File: src/rtl/cpu_pkg.sv
// ----------------------------------------------------------------------------
// cpu_pkg
// Shared definitions for the fetch/decode/execute sequencer:
//   - 4-bit opcode values (instruction bits [7:4])
//   - ALU operation select codes
//   - FSM state encoding, also exported on the debug 'state' port
// ----------------------------------------------------------------------------
package cpu_pkg;

    // Opcodes
    localparam logic [3:0] OP_NOP = 4'h0;
    localparam logic [3:0] OP_LDI = 4'h1;
    localparam logic [3:0] OP_ADD = 4'h2;
    localparam logic [3:0] OP_SUB = 4'h3;
    localparam logic [3:0] OP_AND = 4'h4;
    localparam logic [3:0] OP_OR  = 4'h5;
    localparam logic [3:0] OP_XOR = 4'h6;
    localparam logic [3:0] OP_JMP = 4'hA;
    localparam logic [3:0] OP_JZ  = 4'hB;
    localparam logic [3:0] OP_HLT = 4'hF;

    // ALU operation codes. ADD..XOR are contiguous so that
    // alu_op = opcode - OP_ADD for the arithmetic/logic group.
    localparam logic [2:0] ALU_ADD   = 3'd0;
    localparam logic [2:0] ALU_SUB   = 3'd1;
    localparam logic [2:0] ALU_AND   = 3'd2;
    localparam logic [2:0] ALU_OR    = 3'd3;
    localparam logic [2:0] ALU_XOR   = 3'd4;
    localparam logic [2:0] ALU_PASSB = 3'd5;

    // Sequencer states
    typedef enum logic [2:0] {
        ST_FETCH   = 3'd0,
        ST_DECODE  = 3'd1,
        ST_EXECUTE = 3'd2,
        ST_ADVANCE = 3'd3,
        ST_HALT    = 3'd4
    } state_t;

endpackage

File: src/rtl/instr_decoder.sv
// ----------------------------------------------------------------------------
// instr_decoder
// Purely combinational instruction decoder. Looks only at the opcode field
// of the instruction register; the operand field is consumed elsewhere.
//
// Ports:
//   ir      in   DATA_W   instruction register contents
//   alu_op  out  ALUOP_W  ALU operation select
//   alu_en  out  1        instruction uses the ALU
//   reg_we  out  1        instruction writes the accumulator
//   imm_sel out  1        ALU B operand is the immediate field
//   is_jmp  out  1        unconditional jump
//   is_jz   out  1        jump if zero
//   is_hlt  out  1        halt
// ----------------------------------------------------------------------------
module instr_decoder
    import cpu_pkg::*;
#(
    parameter int DATA_W  = 8,
    parameter int ALUOP_W = 3
) (
    input  logic [DATA_W-1:0]  ir,
    output logic [ALUOP_W-1:0] alu_op,
    output logic               alu_en,
    output logic               reg_we,
    output logic               imm_sel,
    output logic               is_jmp,
    output logic               is_jz,
    output logic               is_hlt
);

    logic [3:0] opcode;
    logic       unused_operand;

    assign opcode         = ir[DATA_W-1:DATA_W-4];
    assign unused_operand = ^ir[DATA_W-5:0];

    always_comb begin
        alu_op  = '0;
        alu_en  = 1'b0;
        reg_we  = 1'b0;
        imm_sel = 1'b0;
        is_jmp  = 1'b0;
        is_jz   = 1'b0;
        is_hlt  = 1'b0;
        case (opcode)
            OP_LDI: begin
                alu_op  = ALUOP_W'(ALU_PASSB);
                alu_en  = 1'b1;
                reg_we  = 1'b1;
                imm_sel = 1'b1;
            end
            OP_ADD, OP_SUB, OP_AND, OP_OR, OP_XOR: begin
                alu_op  = ALUOP_W'(opcode - OP_ADD);
                alu_en  = 1'b1;
                reg_we  = 1'b1;
                imm_sel = 1'b1;
            end
            OP_JMP:  is_jmp = 1'b1;
            OP_JZ:   is_jz  = 1'b1;
            OP_HLT:  is_hlt = 1'b1;
            // OP_NOP and every unassigned opcode fall through as a NOP.
            default: ;
        endcase
    end

endmodule

File: src/rtl/fetch_control_unit.sv
// ----------------------------------------------------------------------------
// fetch_control_unit
// Four-cycle fetch/decode/execute/advance sequencer sitting downstream of the
// program counter. Every instruction is FETCH -> DECODE -> EXECUTE -> ADVANCE;
// HLT parks the machine in HALT until reset.
//
// Ports:
//   clk          in   1        clock, posedge
//   rst          in   1        asynchronous active-high reset
//   run          in   1        start/continue, sampled only in FETCH
//   pc           in   ADDR_W   current program counter
//   zero_flag    in   1        ALU zero flag, sampled in EXECUTE for JZ
//   imem_addr    out  ADDR_W   ROM address (= pc)
//   imem_data    in   DATA_W   registered ROM data, valid one cycle later
//   ir           out  DATA_W   instruction register
//   alu_op       out  ALUOP_W  ALU operation, valid in EXECUTE
//   alu_en       out  1        ALU strobe (EXECUTE)
//   reg_we       out  1        accumulator write strobe (EXECUTE)
//   imm_sel      out  1        ALU B = ir[3:0], valid with alu_en
//   pc_enable    out  1        PC increment request (ADVANCE)
//   pc_load      out  1        PC load request (ADVANCE)
//   pc_load_addr out  ADDR_W   jump target, valid with pc_load
//   halted       out  1        sticky halt indicator
//   state        out  3        debug view of the FSM state
//
// Interface timing: the ROM address is presented in FETCH, the ROM returns
// the word in DECODE and it is captured into ir at the end of DECODE. The
// PC requests are single-cycle pulses in ADVANCE; the PC must apply them on
// that clock edge so the new value is present in the following FETCH.
// ----------------------------------------------------------------------------
module fetch_control_unit
    import cpu_pkg::*;
#(
    parameter int DATA_W  = 8,
    parameter int ADDR_W  = 4,
    parameter int ALUOP_W = 3
) (
    input  logic               clk,
    input  logic               rst,
    input  logic               run,
    input  logic [ADDR_W-1:0]  pc,
    input  logic               zero_flag,
    output logic [ADDR_W-1:0]  imem_addr,
    input  logic [DATA_W-1:0]  imem_data,
    output logic [DATA_W-1:0]  ir,
    output logic [ALUOP_W-1:0] alu_op,
    output logic               alu_en,
    output logic               reg_we,
    output logic               imm_sel,
    output logic               pc_enable,
    output logic               pc_load,
    output logic [ADDR_W-1:0]  pc_load_addr,
    output logic               halted,
    output logic [2:0]         state
);

    state_t state_q;
    state_t state_d;
    logic   taken_q;

    logic [ALUOP_W-1:0] dec_alu_op;
    logic               dec_alu_en;
    logic               dec_reg_we;
    logic               dec_imm_sel;
    logic               dec_is_jmp;
    logic               dec_is_jz;
    logic               dec_is_hlt;

    // Decoding works from the registered ir only, so no strobe ever has a
    // combinational path back to imem_data.
    instr_decoder #(
        .DATA_W  (DATA_W),
        .ALUOP_W (ALUOP_W)
    ) u_decoder (
        .ir      (ir),
        .alu_op  (dec_alu_op),
        .alu_en  (dec_alu_en),
        .reg_we  (dec_reg_we),
        .imm_sel (dec_imm_sel),
        .is_jmp  (dec_is_jmp),
        .is_jz   (dec_is_jz),
        .is_hlt  (dec_is_hlt)
    );

    assign imem_addr = pc;
    assign state     = state_q;

    // State register. Outputs are decoded from this register, so the
    // asynchronous reset removes any active strobe immediately.
    always_ff @(posedge clk or posedge rst) begin
        if (rst) begin
            state_q <= ST_FETCH;
        end else begin
            state_q <= state_d;
        end
    end

    // Instruction register and jump-taken flag. The flag is captured in
    // EXECUTE (where zero_flag is valid) and consumed in ADVANCE.
    always_ff @(posedge clk or posedge rst) begin
        if (rst) begin
            ir      <= '0;
            taken_q <= 1'b0;
        end else begin
            if (state_q == ST_DECODE) begin
                ir <= imem_data;
            end
            if (state_q == ST_EXECUTE) begin
                taken_q <= dec_is_jmp | (dec_is_jz & zero_flag);
            end
        end
    end

    // Next-state and output decode.
    always_comb begin
        state_d      = state_q;
        alu_op       = '0;
        alu_en       = 1'b0;
        reg_we       = 1'b0;
        imm_sel      = 1'b0;
        pc_enable    = 1'b0;
        pc_load      = 1'b0;
        pc_load_addr = '0;
        halted       = 1'b0;
        case (state_q)
            ST_FETCH: begin
                if (run) begin
                    state_d = ST_DECODE;
                end
            end
            ST_DECODE: begin
                state_d = ST_EXECUTE;
            end
            ST_EXECUTE: begin
                alu_op  = dec_alu_op;
                alu_en  = dec_alu_en;
                reg_we  = dec_reg_we;
                imm_sel = dec_imm_sel;
                state_d = dec_is_hlt ? ST_HALT : ST_ADVANCE;
            end
            ST_ADVANCE: begin
                // Exactly one of load/increment; wrap-around is the PC's job.
                if (taken_q) begin
                    pc_load      = 1'b1;
                    pc_load_addr = ir[ADDR_W-1:0];
                end else begin
                    pc_enable = 1'b1;
                end
                state_d = ST_FETCH;
            end
            ST_HALT: begin
                halted = 1'b1;
            end
            default: begin
                state_d = ST_FETCH;
            end
        endcase
    end

endmodule

File: config.mk
export PLATFORM = sky130hd
export DESIGN_NAME = fetch_control_unit
export DESIGN_NICKNAME = d
export VERILOG_FILES = /design/src/rtl/cpu_pkg.sv /design/src/rtl/instr_decoder.sv /design/src/rtl/fetch_control_unit.sv
export SDC_FILE = /design/constraint.sdc
export NUM_CORES = 1
export LEC_CHECK = 0
export BUFFER_PORTS_ARGS = -buffer_cell sky130_fd_sc_hd__buf_2
export CAP_MARGIN = 25
export CORE_MARGIN = 5
export CORE_UTILIZATION = 43
export DETAILED_ROUTE_END_ITERATION = 6
export GPL_TIMING_DRIVEN = 0
export HOLD_SLACK_MARGIN = 0.03
export PLACE_DENSITY = 0.81
export SYNTH_ARGS = -nofsm -noshare
export SYNTH_HDL_FRONTEND = slang
export SYNTH_SLANG_ARGS = --single-unit
File: constraint.sdc
create_clock -name clk -period 4.4 [get_ports clk]
set_input_delay 0.66 -clock clk [delete_from_list [all_inputs] [get_ports clk]]
set_output_delay 0.66 -clock clk [all_outputs]
set_load 0.02 [all_outputs]
Word-level counts from Yosys, hierarchy flattened
Index checks and enable logic that the tools add are counted.
W data, S select, Z words.
Word-level totals
  register bits: 12
  bits of input ports: 16
  output and inout bits: 28
  logic and storage cells: 42
Operators by class
  add/subtract/negate cells: 1
  equal/unequal tests: 14
  mux-type cells: 17
  bitwise logic cells: 3
  reductions and logical operators: 4
Operators with widths (count)
  $eq A4 B3 Y1 const B: 3
  $eq A4 B4 Y1 const B: 3
  $pmux W3 S4: 1
  $mux W1: 10
  $mux W3: 3
  $eq A4 B2 Y1 const B: 2
  $mux W4: 2
  $eq A3 B2 Y1 const B: 2
  $pmux W3 S2: 1
  $reduce_or A6 Y1: 1
  $reduce_or A5 Y1: 1
  $eq A4 B1 Y1 const B: 1
  $eq A3 B1 Y1 const B: 1
  $eq A3 B3 Y1 const B: 1
  $logic_not A3 Y1: 1
  $sub A3 B2 Y3 const B: 1
  $ne A2 B2 Y1 const B: 1
  $reduce_and A2 Y1: 1
  $and A1 B1 Y1: 1
  $not A1 Y1: 1
  $or A1 B1 Y1: 1

Depth between registers and ports, before layout
Gate-level depths: netlist of run 1.
  depth after elaboration: 4
  depth in mapped cells: 4
  mapped depth without buffers: 2

Hierarchy
Synthesis of run 1 repeated with hierarchy kept, for this count alone.
Unflattened totals
  cells, all modules: 66
  area total of the unflattened synthesis: 703.2 µm²
Modules (own cells, without submodules)
  fetch_control_unit: instances 1, cells each 49, area each 608.1 µm², seq. area each 300.3 µm²
  instr_decoder: instances 1, cells each 17, area each 95.1 µm², seq. area each 0.0 µm²

Worst setup path before layout of run 1
No wires, ideal clock.
  path kind: register to output
  start point: reg state_q[1] (netlist: state[1])
  end point: out imm_sel
  arrival: 1.740 ns
  path slack: 2.000 ns
  stages on the path, launching flop included: 4
  buffers on the path: 1
  cells stage by stage: dfrtp_1 or4b_4 nor3_2 buf_4
Between the ends
  cells in the longest elaborated chain, start to end: 2
Ends and longest elaborated chain
  start: declaration: line fetch_control_unit.sv:57  | state_t state_q;
  start signal: assignment: line fetch_control_unit.sv:94  | state_q <= state_d;
  $eq A3 B2 Y1
  $mux W1
  end: declaration: line fetch_control_unit.sv:49  | output logic imm_sel,
Every way passes these cells.

Final worst setup path of run 1
  start point: reg state_q[2] (netlist: state[2])
  end point: out imm_sel
Between the ends
  cells in the longest elaborated chain, start to end: 2
Ends and longest elaborated chain
  $eq A3 B2 Y1: line fetch_control_unit.sv:125  | case (state_q)
  $mux W1: line fetch_control_unit.sv:125
Every way passes these cells.

==> metrics.log, run 1 <==
[metrics] crit path time final: 2.52 ns
[metrics] count of non-filler cells in the finished layout: 115
[metrics] fraction of power consumed by combinational cells: 0.556
[metrics] Final Wtd Congestion: 0.711
[metrics] worst reg-to-reg setup slack: slightly below 3 ns
[metrics] number of H-tree levels: 1
[metrics] mean routed wirelength per cell: about 13 µm
[metrics] insertion delay of the later-clocked pin in the worst-skew pair: 0.26 ns
[metrics] total setup violations reported at the end of the flow: 0
[metrics] share of flip-flops with an asynchronous set or reset after synthesis: 1.00
[metrics] source of the worst register-to-register timing path: state[0]$_DFFE_PP0P_
[metrics] worst slack at placement: 2.16 ns
[metrics] run status: finished, final reports clean
[metrics] pwr dens: 706 nW/µm²
[metrics] portion of the post-synthesis area used by sequential elements: 0.441
[metrics] reg2reg end: ir[3]$_DFFE_PP0P_
[metrics] leading post-synthesis cells by cell area: sky130_fd_sc_hd__dfrtp_1 (44%), sky130_fd_sc_hd__mux2_2 (13%), sky130_fd_sc_hd__buf_4 (6.6%)
[metrics] total global routing overflow: 0
[metrics] category of the critical setup timing path: flop to output port
[metrics] CTS clk-pin slew, worst paths: 0.06 ns
[metrics] fraction of layout cells with a size suffix above 1: 0.646
[metrics] Setup TNS Final: 0 ns
[metrics] reported leakage power: 0.487 nW
[metrics] total CTS buffers: 3
[metrics] clock tree from TritonCTS: done
[metrics] number of inserted diodes: 0
[metrics] antenna violations before repair: 0
[metrics] vertical die dimension: around 50 µm
[metrics] global-route wire length before repair: roughly 2.5 mm
[metrics] CTS Hold Bufs: 0
[metrics] post-route worst setup slack: 1.88 ns
[metrics] number of enable-type register cells in the synthesized netlist: 0
[metrics] standard-cell row count: 14
[metrics] largest net degree at the start of global routing: 13
[metrics] worst hold slack after final layout: 0.387 ns
[metrics] Horiz. Die Dim: approximately 50 µm
[metrics] fraction of the cycle the final worst path needs: 0.573
[metrics] count of distinct cell types in the synthesized netlist: 28
[metrics] worst-case clock buffer depth: 2
[metrics] Total Power Consumption: ~650 µW
[metrics] DRC: 0
[metrics] total routing usage reported by global routing: 0.128
[metrics] most common cell in the synthesized netlist: sky130_fd_sc_hd__dfrtp_1
[metrics] postcts setup bufs: 0
[metrics] post-detail-place hpwl: 1.20 mm
[metrics] Fillers: 137
[metrics] Worst Max-Slew Pin Slew: 0.478 ns
[metrics] most common library cells after synthesis: sky130_fd_sc_hd__dfrtp_1 (12), sky130_fd_sc_hd__mux2_2 (8), sky130_fd_sc_hd__buf_4 (6)
[metrics] startpoint kind of the worst setup timing path: flop
[metrics] Net Sw Power: 290 µW
[metrics] final cell area excluding filler cells: around 900 µm²
[metrics] root buffer selected by CTS: sky130_fd_sc_hd__clkbuf_4
[metrics] clock tree sinks: 12
[metrics] share of the synthesized area in the top cell type: 0.441
[metrics] PostCTS Resize Cnt: 0
[metrics] DRC marker count from the first detailed-route iteration: 3
[metrics] cell area after synthesis: about 680 µm²
[metrics] Fin Clk Skew: 0.00303 ns
[metrics] Achievable Freq: 397 MHz
[metrics] count of max-cap constraint violations: 0
[metrics] effective utilization at floorplan: 0.452
[metrics] switching power share of the total: 0.447
[metrics] synthesized net count: 73
[metrics] clock network power share: 0.094
[metrics] class of the most critical hold timing path: primary input to async pin
[metrics] Yosys Warn Count: 0
[metrics] kind of end point of the critical path: output port
[metrics] area overhead of the layout relative to synthesis: 34.9%
[metrics] synthesized netlist cell count: 57
[metrics] placed cell area: 896 µm²
[metrics] Final Net Count: 117
[metrics] max-slew violation count: 0
[metrics] internal power consumption: 359 µW
[metrics] worst-path maximum fanout: 8
[metrics] number of vias per cell: 5.05
[metrics] final WL: around 1.5 mm
[metrics] I/O pin count: 44
[metrics] Slew headroom: 0.681
[metrics] placeable core region: approximately 1500 µm²
[metrics] total via count in the routed design: about 580
[metrics] arrival time worst endpoint: 1.86 ns
[metrics] remaining antenna violation count: 0
[metrics] RSZ-0062 raised after global routing: false
[metrics] number of placed instances with taps included: approximately 110
[metrics] highest ir drop seen on vdd: between 0.3 and 0.4 mV
[metrics] data required time at the worst endpoint: 3.74 ns
[metrics] predominant post-synthesis flop cell: sky130_fd_sc_hd__dfrtp_1
[metrics] final design utilization: 0.610
[metrics] sequential fraction of design power: 0.350
[metrics] Buffers on Ports: 39
[metrics] number of cells on the worst reg-to-reg path: 2
[metrics] Pre-Repair DR Iteration Count: 3
[metrics] number of global-route vias before repair: 524
[metrics] hold violation count in the final report: 0
[metrics] flops & latches, synth: 12
[metrics] area enclosed by the die boundary: 2480 µm²
[metrics] mean post-synth cell area: 11.9 µm²
[metrics] largest area contributor in the synthesized netlist: sky130_fd_sc_hd__dfrtp_1
placed cells by master, fill, tap and decap left out:
| master | count |
|---|---|
| sky130_fd_sc_hd__clkbuf_2 | 1 |
| sky130_fd_sc_hd__a32o_1 | 1 |
| sky130_fd_sc_hd__a21oi_1 | 1 |
| sky130_fd_sc_hd__nand3b_1 | 1 |
| sky130_fd_sc_hd__inv_1 | 3 |
| sky130_fd_sc_hd__or3b_2 | 1 |
| sky130_fd_sc_hd__nor3b_1 | 2 |
| sky130_fd_sc_hd__mux2_2 | 8 |
| sky130_fd_sc_hd__nor3_1 | 1 |
| sky130_fd_sc_hd__or3b_1 | 1 |
| sky130_fd_sc_hd__a2111oi_0 | 1 |
| sky130_fd_sc_hd__nand2b_1 | 1 |
| sky130_fd_sc_hd__buf_4 | 6 |
| sky130_fd_sc_hd__nor2_1 | 1 |
| sky130_fd_sc_hd__nor3b_2 | 1 |
| sky130_fd_sc_hd__nor4bb_1 | 1 |
| sky130_fd_sc_hd__o21bai_1 | 1 |
| sky130_fd_sc_hd__nor2b_1 | 1 |
| sky130_fd_sc_hd__and4_1 | 1 |
| sky130_fd_sc_hd__and2_1 | 4 |
| sky130_fd_sc_hd__nor3b_4 | 1 |
| sky130_fd_sc_hd__a31o_2 | 1 |
| sky130_fd_sc_hd__dfrtp_1 | 12 |
| sky130_fd_sc_hd__clkbuf_4 | 3 |
| sky130_fd_sc_hd__a211oi_2 | 1 |
| sky130_fd_sc_hd__buf_2 | 39 |
| sky130_fd_sc_hd__and3_1 | 1 |
| sky130_fd_sc_hd__nor3_2 | 1 |
| sky130_fd_sc_hd__or4b_4 | 1 |
| sky130_fd_sc_hd__and4b_1 | 1 |
power groups by stage:
| stage | registers [mW] | logic, mW | clock network (mW) |
|---|---|---|---|
| 2_1_floorplan | 0.277 | 0.203 | 0 |
| 3_3_place_gp | 0.224 | 0.359 | 0 |
| 3_5_place_dp | 0.229 | 0.366 | 0 |
| 4_1_cts | 0.227 | 0.366 | 0.0647 |
| 5_1_grt | 0.240 | 0.389 | 0.0687 |
| 6_report | 0.227 | 0.361 | 0.0613 |
routing by layer:
layer,share of wire,vias to the layer above,GRT usage
met5,0,-,0
met4,0.0066,0,0.0262
met3,0.10,2,0.0663
met2,0.51,24,0.216
met1,0.38,266,0.144
li1,-,289,-
flip-flops by register name, indices dropped and copies added, names as in the netlist:
| name | count |
|---|---|
| state | 3 |
| ir | 8 |
| taken_q | 1 |
how the worst max path moves through the flow:
stage	startpoint	endpoint	slack, ns
global route	state[2]$_DFFE_PP0P_	imm_sel	1.78
detailed placement	state[2]$_DFFE_PP0P_	imm_sel	2.16
CTS	state[2]$_DFFE_PP0P_	imm_sel	1.87
finish	state[2]$_DFFE_PP0P_	imm_sel	1.88
floorplan	state[1]$_DFFE_PP0P_	imm_sel	2.00
global placement	state[2]$_DFFE_PP0P_	reg_we	2.19
logic make-up after synthesis:
group / after synthesis / synth area share
compound gates: 6 / 0.0772
buf+inv: 10 / 0.0901
flops: 12 / 0.441
mux: 8 / 0.132
simple gates: 21 / 0.259
worst max-delay path, stage by stage, from the launching register on:
cell	delay (ns)
sky130_fd_sc_hd__dfrtp_1	0.48
sky130_fd_sc_hd__or4b_4	0.59
sky130_fd_sc_hd__nor3_2	0.24
sky130_fd_sc_hd__buf_4	0.13
sky130_fd_sc_hd__buf_2	0.15
area by class of cell:
class / count / area, µm² / share of cell area
flip-flops and latches: 12 / 300 / 0.327
inverters: 3 / 11.3 / 0.0123
repair buffers: 39 / 195 / 0.213
well taps: 16 / 20.0 / 0.0218
plain buffers: 7 / 50.0 / 0.0545
multi-input cells: 35 / 319 / 0.347
clock buffers: 3 / 22.5 / 0.0245
Note: power is estimated with default switching activity, not from simulation.
==> run 2: changes to the inputs <==
--- a/config.mk
+++ b/config.mk
@@ -8,11 +8,11 @@
 export BUFFER_PORTS_ARGS = -buffer_cell sky130_fd_sc_hd__buf_2
 export CAP_MARGIN = 25
 export CORE_MARGIN = 5
-export CORE_UTILIZATION = 43
+export CORE_UTILIZATION = 36
 export DETAILED_ROUTE_END_ITERATION = 6
 export GPL_TIMING_DRIVEN = 0
 export HOLD_SLACK_MARGIN = 0.03
-export PLACE_DENSITY = 0.81
+export PLACE_DENSITY = 0.73
 export SYNTH_ARGS = -nofsm -noshare
 export SYNTH_HDL_FRONTEND = slang
 export SYNTH_SLANG_ARGS = --single-unit
==> constraint.sdc (replaced) <==
create_clock -name clk -period 2 [get_ports clk]
set_input_delay 0.3 -clock clk [delete_from_list [all_inputs] [get_ports clk]]
set_output_delay 0.3 -clock clk [all_outputs]
set_load 0.02 [all_outputs]
==> run 2 against run 1 <==
The flow now finishes with violations (negative setup slack). Core utilization is 5.7 points lower. Cell count increased by 9.6%. Sequential power is 110% higher. Register-to-register slack got worse by 2.4 ns. Hold slack worse by 0.36 ns. Count of clock-buffer cells in the layout unchanged. First-iteration DRC count rose to 2.7 times the previous value. Combinational power rose by 140%. Die area is 15% higher. Sequential cell count did not move. Non-clock buffer count up 2. Worst setup slack got worse by 1.9 ns. Critical endpoint is now reg_we. Largest cell class unchanged.
==> metrics.log, run 2 (synthesis gave the netlist of run 1 again) <==
[metrics] run status: finished, violations left (was finished, final reports clean)
[metrics] Final Wtd Congestion: 0.755 (was 0.711)
[metrics] worst reg-to-reg setup slack: 0.49 ns (was 2.90 ns)
[metrics] post-detail-place hpwl: 1.30 mm (was 1.20 mm)
[metrics] insertion delay of the later-clocked pin in the worst-skew pair: 0.26 ns (about the same)
[metrics] mean routed wirelength per cell: 13.2 µm (was 13.3 µm)
[metrics] Achievable Freq: 499 MHz
[metrics] Crit path largest cell delay: 0.59 ns (about the same)
[metrics] Pre-Repair DR Iteration Count: 3 (unchanged)
[metrics] startpoint kind of the worst setup timing path: flop (unchanged)
[metrics] reported leakage power: 0.497 nW (was 0.487 nW)
[metrics] worst-path maximum fanout: 4 (was 8)
[metrics] fraction of the cycle the final worst path needs: 1.00
[metrics] violations in the final reports: negative setup slack
[metrics] data required time at the worst endpoint: 1.70 ns (was 3.74 ns)
[metrics] pwr dens: 1550 nW/µm² (was 706 nW/µm²)
[metrics] highest ir drop seen on vdd: 0.750 mV (was 0.333 mV)
[metrics] Final Net Count: 119 (was 117)
[metrics] gate family responsible for the most delay along the worst path: simple AND/OR/NAND/NOR gates (unchanged)
[metrics] most common cell after layout, fill and taps aside: sky130_fd_sc_hd__buf_2 (unchanged)
[metrics] multi-input combinational cell area: 325 µm² (was 319 µm²)
[metrics] source of the worst register-to-register timing path: state[2]$_DFFE_PP0P_ (was state[0]$_DFFE_PP0P_)
[metrics] commonest non-fill, non-tap cells in the layout: sky130_fd_sc_hd__buf_2 (35), sky130_fd_sc_hd__buf_4 (11), sky130_fd_sc_hd__dfrtp_1 (9) (was sky130_fd_sc_hd__buf_2 (39), sky130_fd_sc_hd__dfrtp_1 (12), sky130_fd_sc_hd__mux2_2 (8))
[metrics] Horiz. Die Dim: 53.5 µm (was 49.8 µm)
[metrics] total routing usage reported by global routing: 0.125 (was 0.128)
[metrics] count of max-cap constraint violations: 0 (unchanged)
[metrics] number of vias per cell: 4.73 (was 5.05)
[metrics] RSZ-0062 raised after global routing: true (was false)
[metrics] vertical die dimension: 53.5 µm (was 49.8 µm)
[metrics] category of the critical setup timing path: flop to output port (unchanged)
[metrics] number of inserted diodes: 0 (unchanged)
[metrics] Fin Clk Skew: 0.00388 ns (was 0.00303 ns)
[metrics] clock tree sinks: 12 (unchanged)
[metrics] placeable core region: 1760 µm² (was 1510 µm²)
[metrics] hold violation count in the final report: 0 (unchanged)
[metrics] number of H-tree levels: 1 (unchanged)
[metrics] worst slack at placement: 0.146 ns (was 2.16 ns)
[metrics] global-route wire length before repair: 2.59 mm (was 2.46 mm)
[metrics] area enclosed by the die boundary: 2860 µm² (was 2480 µm²)
[metrics] worst hold slack after final layout: 0.0288 ns (was 0.387 ns)
[metrics] remaining antenna violation count: 0 (unchanged)
[metrics] antenna violations before repair: 0 (unchanged)
[metrics] DRC marker count from the first detailed-route iteration: 8 (was 3)
[metrics] arrival time worst endpoint: 1.71 ns (was 1.86 ns)
[metrics] I/O pin count: 44 (unchanged)
[metrics] worst-case clock buffer depth: 2 (unchanged)
[metrics] effective utilization at floorplan: 0.386 (was 0.452)
[metrics] Crit-path slowest cell: sky130_fd_sc_hd__or4b_4 (unchanged)
[metrics] total CTS buffers: 3 (unchanged)
[metrics] number of cells on the worst reg-to-reg path: 3 (was 2)
[metrics] DRC: 0 (unchanged)
[metrics] fraction of layout cells with a size suffix above 1: 0.683 (was 0.646)
[metrics] root buffer selected by CTS: sky130_fd_sc_hd__clkbuf_4 (unchanged)
[metrics] largest net degree at the start of global routing: 13 (unchanged)
[metrics] clock tree from TritonCTS: done (unchanged)
[metrics] Reg with most FFs: ir (unchanged)
[metrics] total via count in the routed design: 596 (was 581)
[metrics] reg2reg end: ir[5]$_DFFE_PP0P_ (was ir[3]$_DFFE_PP0P_)
[metrics] post-route worst setup slack: -0.00513 ns (was 1.88 ns)
[metrics] worst-path cell chain: or4b_4 > nor3_4 > buf_4 > buf_6 (was or4b_4 > nor3_2 > buf_4 > buf_2)
[metrics] crit path time final: roughly 2 ns
[metrics] standard-cell row count: 15 (was 14)
[metrics] Slew headroom: 0.689 (was 0.681)
[metrics] Buffers on Ports: 39 (unchanged)
[metrics] total global routing overflow: 0 (unchanged)
[metrics] max-slew violation count: 0 (unchanged)
[metrics] area overhead of the layout relative to synthesis: 43.2% (was 34.9%)
[metrics] total setup violations reported at the end of the flow: 2 (was 0)
[metrics] number of global-route vias before repair: 599 (was 524)
[metrics] combined buffer and inverter count along the critical path: 2 (unchanged)
[metrics] Fillers: 182 (was 137)
[metrics] max FFs per register: 8 (unchanged)
[metrics] class of the most critical hold timing path: primary input to async pin (unchanged)
[metrics] CTS clk-pin slew, worst paths: 0.07 ns (was 0.06 ns)
[metrics] combined flip-flop and latch cell area: 304 µm² (was 300 µm²)
[metrics] Worst Max-Slew Pin Slew: 0.466 ns (was 0.478 ns)
[metrics] final WL: 1.67 mm (was 1.52 mm)
[metrics] final design utilization: 0.552 (was 0.610)
[metrics] kind of end point of the critical path: output port (unchanged)
run 2: per-layer routing:
layer,vias to the layer above,global-route usage,part of all wire
li1,290,-,-
met1,286,0.146,0.41
met2,20,0.218,0.53
met3,0,0.0254,0.057
met4,0,0.0511,0
met5,-,0,0
run 2: power breakdown:
group,internal [mW],switching (mW),total [mW]
Sequential,0.359,0.127,0.486
Combinational,0.413,0.468,0.881
Clock,0.0694,0.0743,0.144
run 2: repair_timing:
| item | CTS | global route |
|---|---|---|
| pin swaps | 2 | 1 |
| hold buffers | 0 | 0 |
| endpoints found under the hold margin | 0 | 0 |
| setup endpoints to repair | 4 | 5 |
| gates resized for setup | 7 | 2 |
| setup buffers | 2 | 1 |
run 2: worst max path at each step:
stage / start / end / slack [ns] / cells after the start
2_1_floorplan: state[1]$_DFFE_PP0P_ / imm_sel / 0.06 / 3
3_3_place_gp: state[2]$_DFFE_PP0P_ / reg_we / 0.17 / 4
3_5_place_dp: state[2]$_DFFE_PP0P_ / reg_we / 0.15 / 4
4_1_cts: state[0]$_DFFE_PP0P_ / imm_sel / -0.02 / 4
5_1_grt: state[0]$_DFFE_PP0P_ / reg_we / -0.11 / 4
6_report: state[0]$_DFFE_PP0P_ / reg_we / -0.005 / 4
run 2: stage by stage:
step / setup TNS [ns] / cells / area, µm² / power (mW)
final: -0.0102 / 126 / 975 / 1.51
after global routing: -0.280 / 126 / 975 / 1.62
after CTS: -0.0479 / 126 / 967 / 1.52
after detailed placement: 0 / 121 / 913 / 1.32
after global placement: 0 / 121 / 913 / 1.30
after floorplan: 0 / 57 / 687 / 1.07
run 2: final cells by class:
| cell class | count | area share |
|---|---|---|
| timing repair buffer | 42 | 0.241 |
| tap | 25 | 0.0321 |
| sequential | 12 | 0.312 |
| clock buffer | 3 | 0.0231 |
| multi-input combinational | 35 | 0.334 |
| buffer | 6 | 0.0462 |
| inverter | 3 | 0.0116 |
==> run 3: changes to the inputs <==
--- a/config.mk
+++ b/config.mk
@@ -10,7 +10,6 @@
 export CORE_MARGIN = 5
 export CORE_UTILIZATION = 36
 export DETAILED_ROUTE_END_ITERATION = 6
-export GPL_TIMING_DRIVEN = 0
 export HOLD_SLACK_MARGIN = 0.03
 export PLACE_DENSITY = 0.73
 export SYNTH_ARGS = -nofsm -noshare
==> constraint.sdc (replaced) <==
create_clock -name clk -period 2 [get_ports clk]
set_input_delay 0.3 -clock clk [delete_from_list [all_inputs] [get_ports clk]]
set_output_delay 0.3 -clock clk [all_outputs]
set_load 0.005 [all_outputs]
==> run 3 against run 2 <==
The run now ends clean. First-iteration DRC count fell by 25%. Largest power group unchanged. Critical path type unchanged. Via count fell by 6.9%. Clock skew fell by 0.0024 ns. Clock power rose by 30%. Sequential cell count did not move.
==> metrics.log, run 3 (synthesis gave the netlist of run 1 again) <==
[metrics] effective utilization at floorplan: 0.386 (unchanged)
[metrics] total via count in the routed design: 555 (was 596)
[metrics] CTS clk-pin slew, worst paths: 0.07 ns (about the same)
[metrics] max-slew violation count: 0 (unchanged)
[metrics] Buffers on Ports: 35 (was 39)
[metrics] run status: finished, final reports clean (was finished, violations left)
[metrics] Fillers: 179 (was 182)
[metrics] Final Wtd Congestion: 0.749 (was 0.755)
[metrics] kind of end point of the critical path: output port (unchanged)
[metrics] Reg with most FFs: ir (unchanged)
[metrics] fraction of layout cells with a size suffix above 1: 0.641 (was 0.683)
[metrics] highest ir drop seen on vdd: 0.722 mV (was 0.750 mV)
[metrics] number of H-tree levels: 1 (unchanged)
[metrics] data required time at the worst endpoint: 1.70 ns (about the same)
[metrics] number of vias per cell: 4.74 (was 4.73)
[metrics] category of the critical setup timing path: flop to output port (unchanged)
[metrics] most common cell after layout, fill and taps aside: sky130_fd_sc_hd__buf_2 (unchanged)
[metrics] area enclosed by the die boundary: 2860 µm² (unchanged)
[metrics] Total Power Consumption: 1.29 mW (was 1.51 mW)
[metrics] final WL: 1.58 mm (was 1.67 mm)
[metrics] insertion delay of the later-clocked pin in the worst-skew pair: 0.27 ns (was 0.26 ns)
[metrics] count of max-cap constraint violations: 0 (unchanged)
[metrics] DRC: 0 (unchanged)
[metrics] worst hold slack after final layout: 0.259 ns (was 0.0288 ns)
[metrics] DRC marker count from the first detailed-route iteration: 6 (was 8)
[metrics] max FFs per register: 8 (unchanged)
[metrics] total CTS buffers: 3 (unchanged)
[metrics] antenna violations before repair: 0 (unchanged)
[metrics] remaining antenna violation count: 0 (unchanged)
[metrics] largest net degree at the start of global routing: 13 (unchanged)
[metrics] number of inserted diodes: 0 (unchanged)
[metrics] Slew headroom: 0.658 (was 0.689)
[metrics] Achievable Freq: 514 MHz (was 499 MHz)
[metrics] number of global-route vias before repair: 526 (was 599)
[metrics] pwr dens: 1430 nW/µm² (was 1550 nW/µm²)
[metrics] reported leakage power: 0.456 nW (was 0.497 nW)
[metrics] placed cell area: 837 µm² (was 913 µm²)
[metrics] area overhead of the layout relative to synthesis: 33.5% (was 43.2%)
[metrics] clock tree sinks: 12 (unchanged)
[metrics] mean routed wirelength per cell: 13.5 µm (was 13.2 µm)
[metrics] standard-cell row count: 15 (unchanged)
[metrics] crit path time final: 1.95 ns (was 2.01 ns)
[metrics] worst-path maximum fanout: 8 (was 4)
[metrics] Pre-Repair DR Iteration Count: 3 (unchanged)
[metrics] class of the most critical hold timing path: primary input to flop (was primary input to async pin)
[metrics] post-route worst setup slack: 0.0545 ns (was -0.00513 ns)
[metrics] RSZ-0062 raised after global routing: true (unchanged)
[metrics] clock tree from TritonCTS: done (unchanged)
[metrics] Fin Clk Skew: 0.00146 ns (was 0.00388 ns)
[metrics] arrival time worst endpoint: 1.65 ns (was 1.71 ns)
[metrics] commonest non-fill, non-tap cells in the layout: sky130_fd_sc_hd__buf_2 (35), sky130_fd_sc_hd__dfrtp_1 (9), sky130_fd_sc_hd__mux2_2 (8) (was sky130_fd_sc_hd__buf_2 (35), sky130_fd_sc_hd__buf_4 (11), sky130_fd_sc_hd__dfrtp_1 (9))
[metrics] vertical die dimension: 53.5 µm (unchanged)
[metrics] Final Net Count: 109 (was 119)
[metrics] root buffer selected by CTS: sky130_fd_sc_hd__clkbuf_4 (unchanged)
[metrics] total setup violations reported at the end of the flow: 0 (was 2)
[metrics] Worst Max-Slew Pin Slew: 0.513 ns (was 0.466 ns)
[metrics] Horiz. Die Dim: 53.5 µm (unchanged)
[metrics] total routing usage reported by global routing: 0.122 (was 0.125)
[metrics] worst slack at placement: 0.238 ns (was 0.146 ns)
[metrics] placeable core region: 1760 µm² (unchanged)
[metrics] post-detail-place hpwl: 1.21 mm (was 1.30 mm)
[metrics] Setup TNS Final: 0 ns (was -0.0102 ns)
[metrics] worst-case clock buffer depth: 2 (unchanged)
[metrics] final cell area excluding filler cells: 908 µm² (was 975 µm²)
[metrics] hold violation count in the final report: 0 (unchanged)
[metrics] fraction of the cycle the final worst path needs: 0.973 (was 1.00)
[metrics] I/O pin count: 44 (unchanged)
[metrics] global-route wire length before repair: 2.44 mm (was 2.59 mm)
[metrics] total global routing overflow: 0 (unchanged)
[metrics] startpoint kind of the worst setup timing path: flop (unchanged)
[run 3: repair_timing]
| item | 4_1_cts | 5_1_grt |
|---|---|---|
| endpoints found under the setup margin | 3 | 4 |
| setup buffers | 1 | 1 |
| gates resized for setup | 3 | 1 |
| hold endpoints to repair | 7 | 0 |
| hold buffers | 1 | 0 |
| pin swaps | 0 | 2 |
[run 3: worst paths after layout]
kind	startpoint	end	slack (ns)	cells past startpoint
worst max-delay path	state[0]$_DFFE_PP0P_	alu_en	0.05	3
worst min-delay path	imem_data[3]	ir[3]$_DFFE_PP0P_	0.26	2
worst max register to register	state[2]$_DFFE_PP0P_	ir[6]$_DFFE_PP0P_	0.45	3
worst min register to register	ir[1]$_DFFE_PP0P_	ir[1]$_DFFE_PP0P_	0.52	1
max in group asynchronous	rst	state[1]$_DFFE_PP0P_	1.10	3
min in group asynchronous	rst	ir[1]$_DFFE_PP0P_	0.57	3
[run 3: stage by stage]
step,cells,utilization
5_1_grt,117,0.515
2_1_floorplan,57,-
3_3_place_gp,110,0.474
4_1_cts,116,0.510
3_5_place_dp,110,0.474
6_report,117,0.515
[run 3: layout make-up]
class,instances,area [µm²],area share
Multi-Input combinational cell,35,325,0.358
Inverter,3,11.3,0.0124
Timing Repair Buffer,38,200,0.220
Clock buffer,4,36.3,0.0399
Sequential cell,12,304,0.335
Tap cell,25,31.3,0.0344
[run 3: power breakdown]
part / switching (mW) / internal [mW]
Clock: 0.0761 / 0.111
Sequential: 0.158 / 0.360
Combinational: 0.242 / 0.349
[run 3: critical path: stages, from the launching register on]
cell and delay, ns:
sky130_fd_sc_hd__dfrtp_2 0.46, sky130_fd_sc_hd__or4b_4 0.55, sky130_fd_sc_hd__nor3_4 0.21, sky130_fd_sc_hd__buf_2 0.16
[run 3: metal layers]
metal	routed length [µm]	vias up	track usage
li1	-	273	-
met1	618	265	0.133
met2	818	15	0.204
met3	131	2	0.0592
met4	10	0	0.0426
met5	0	-	0
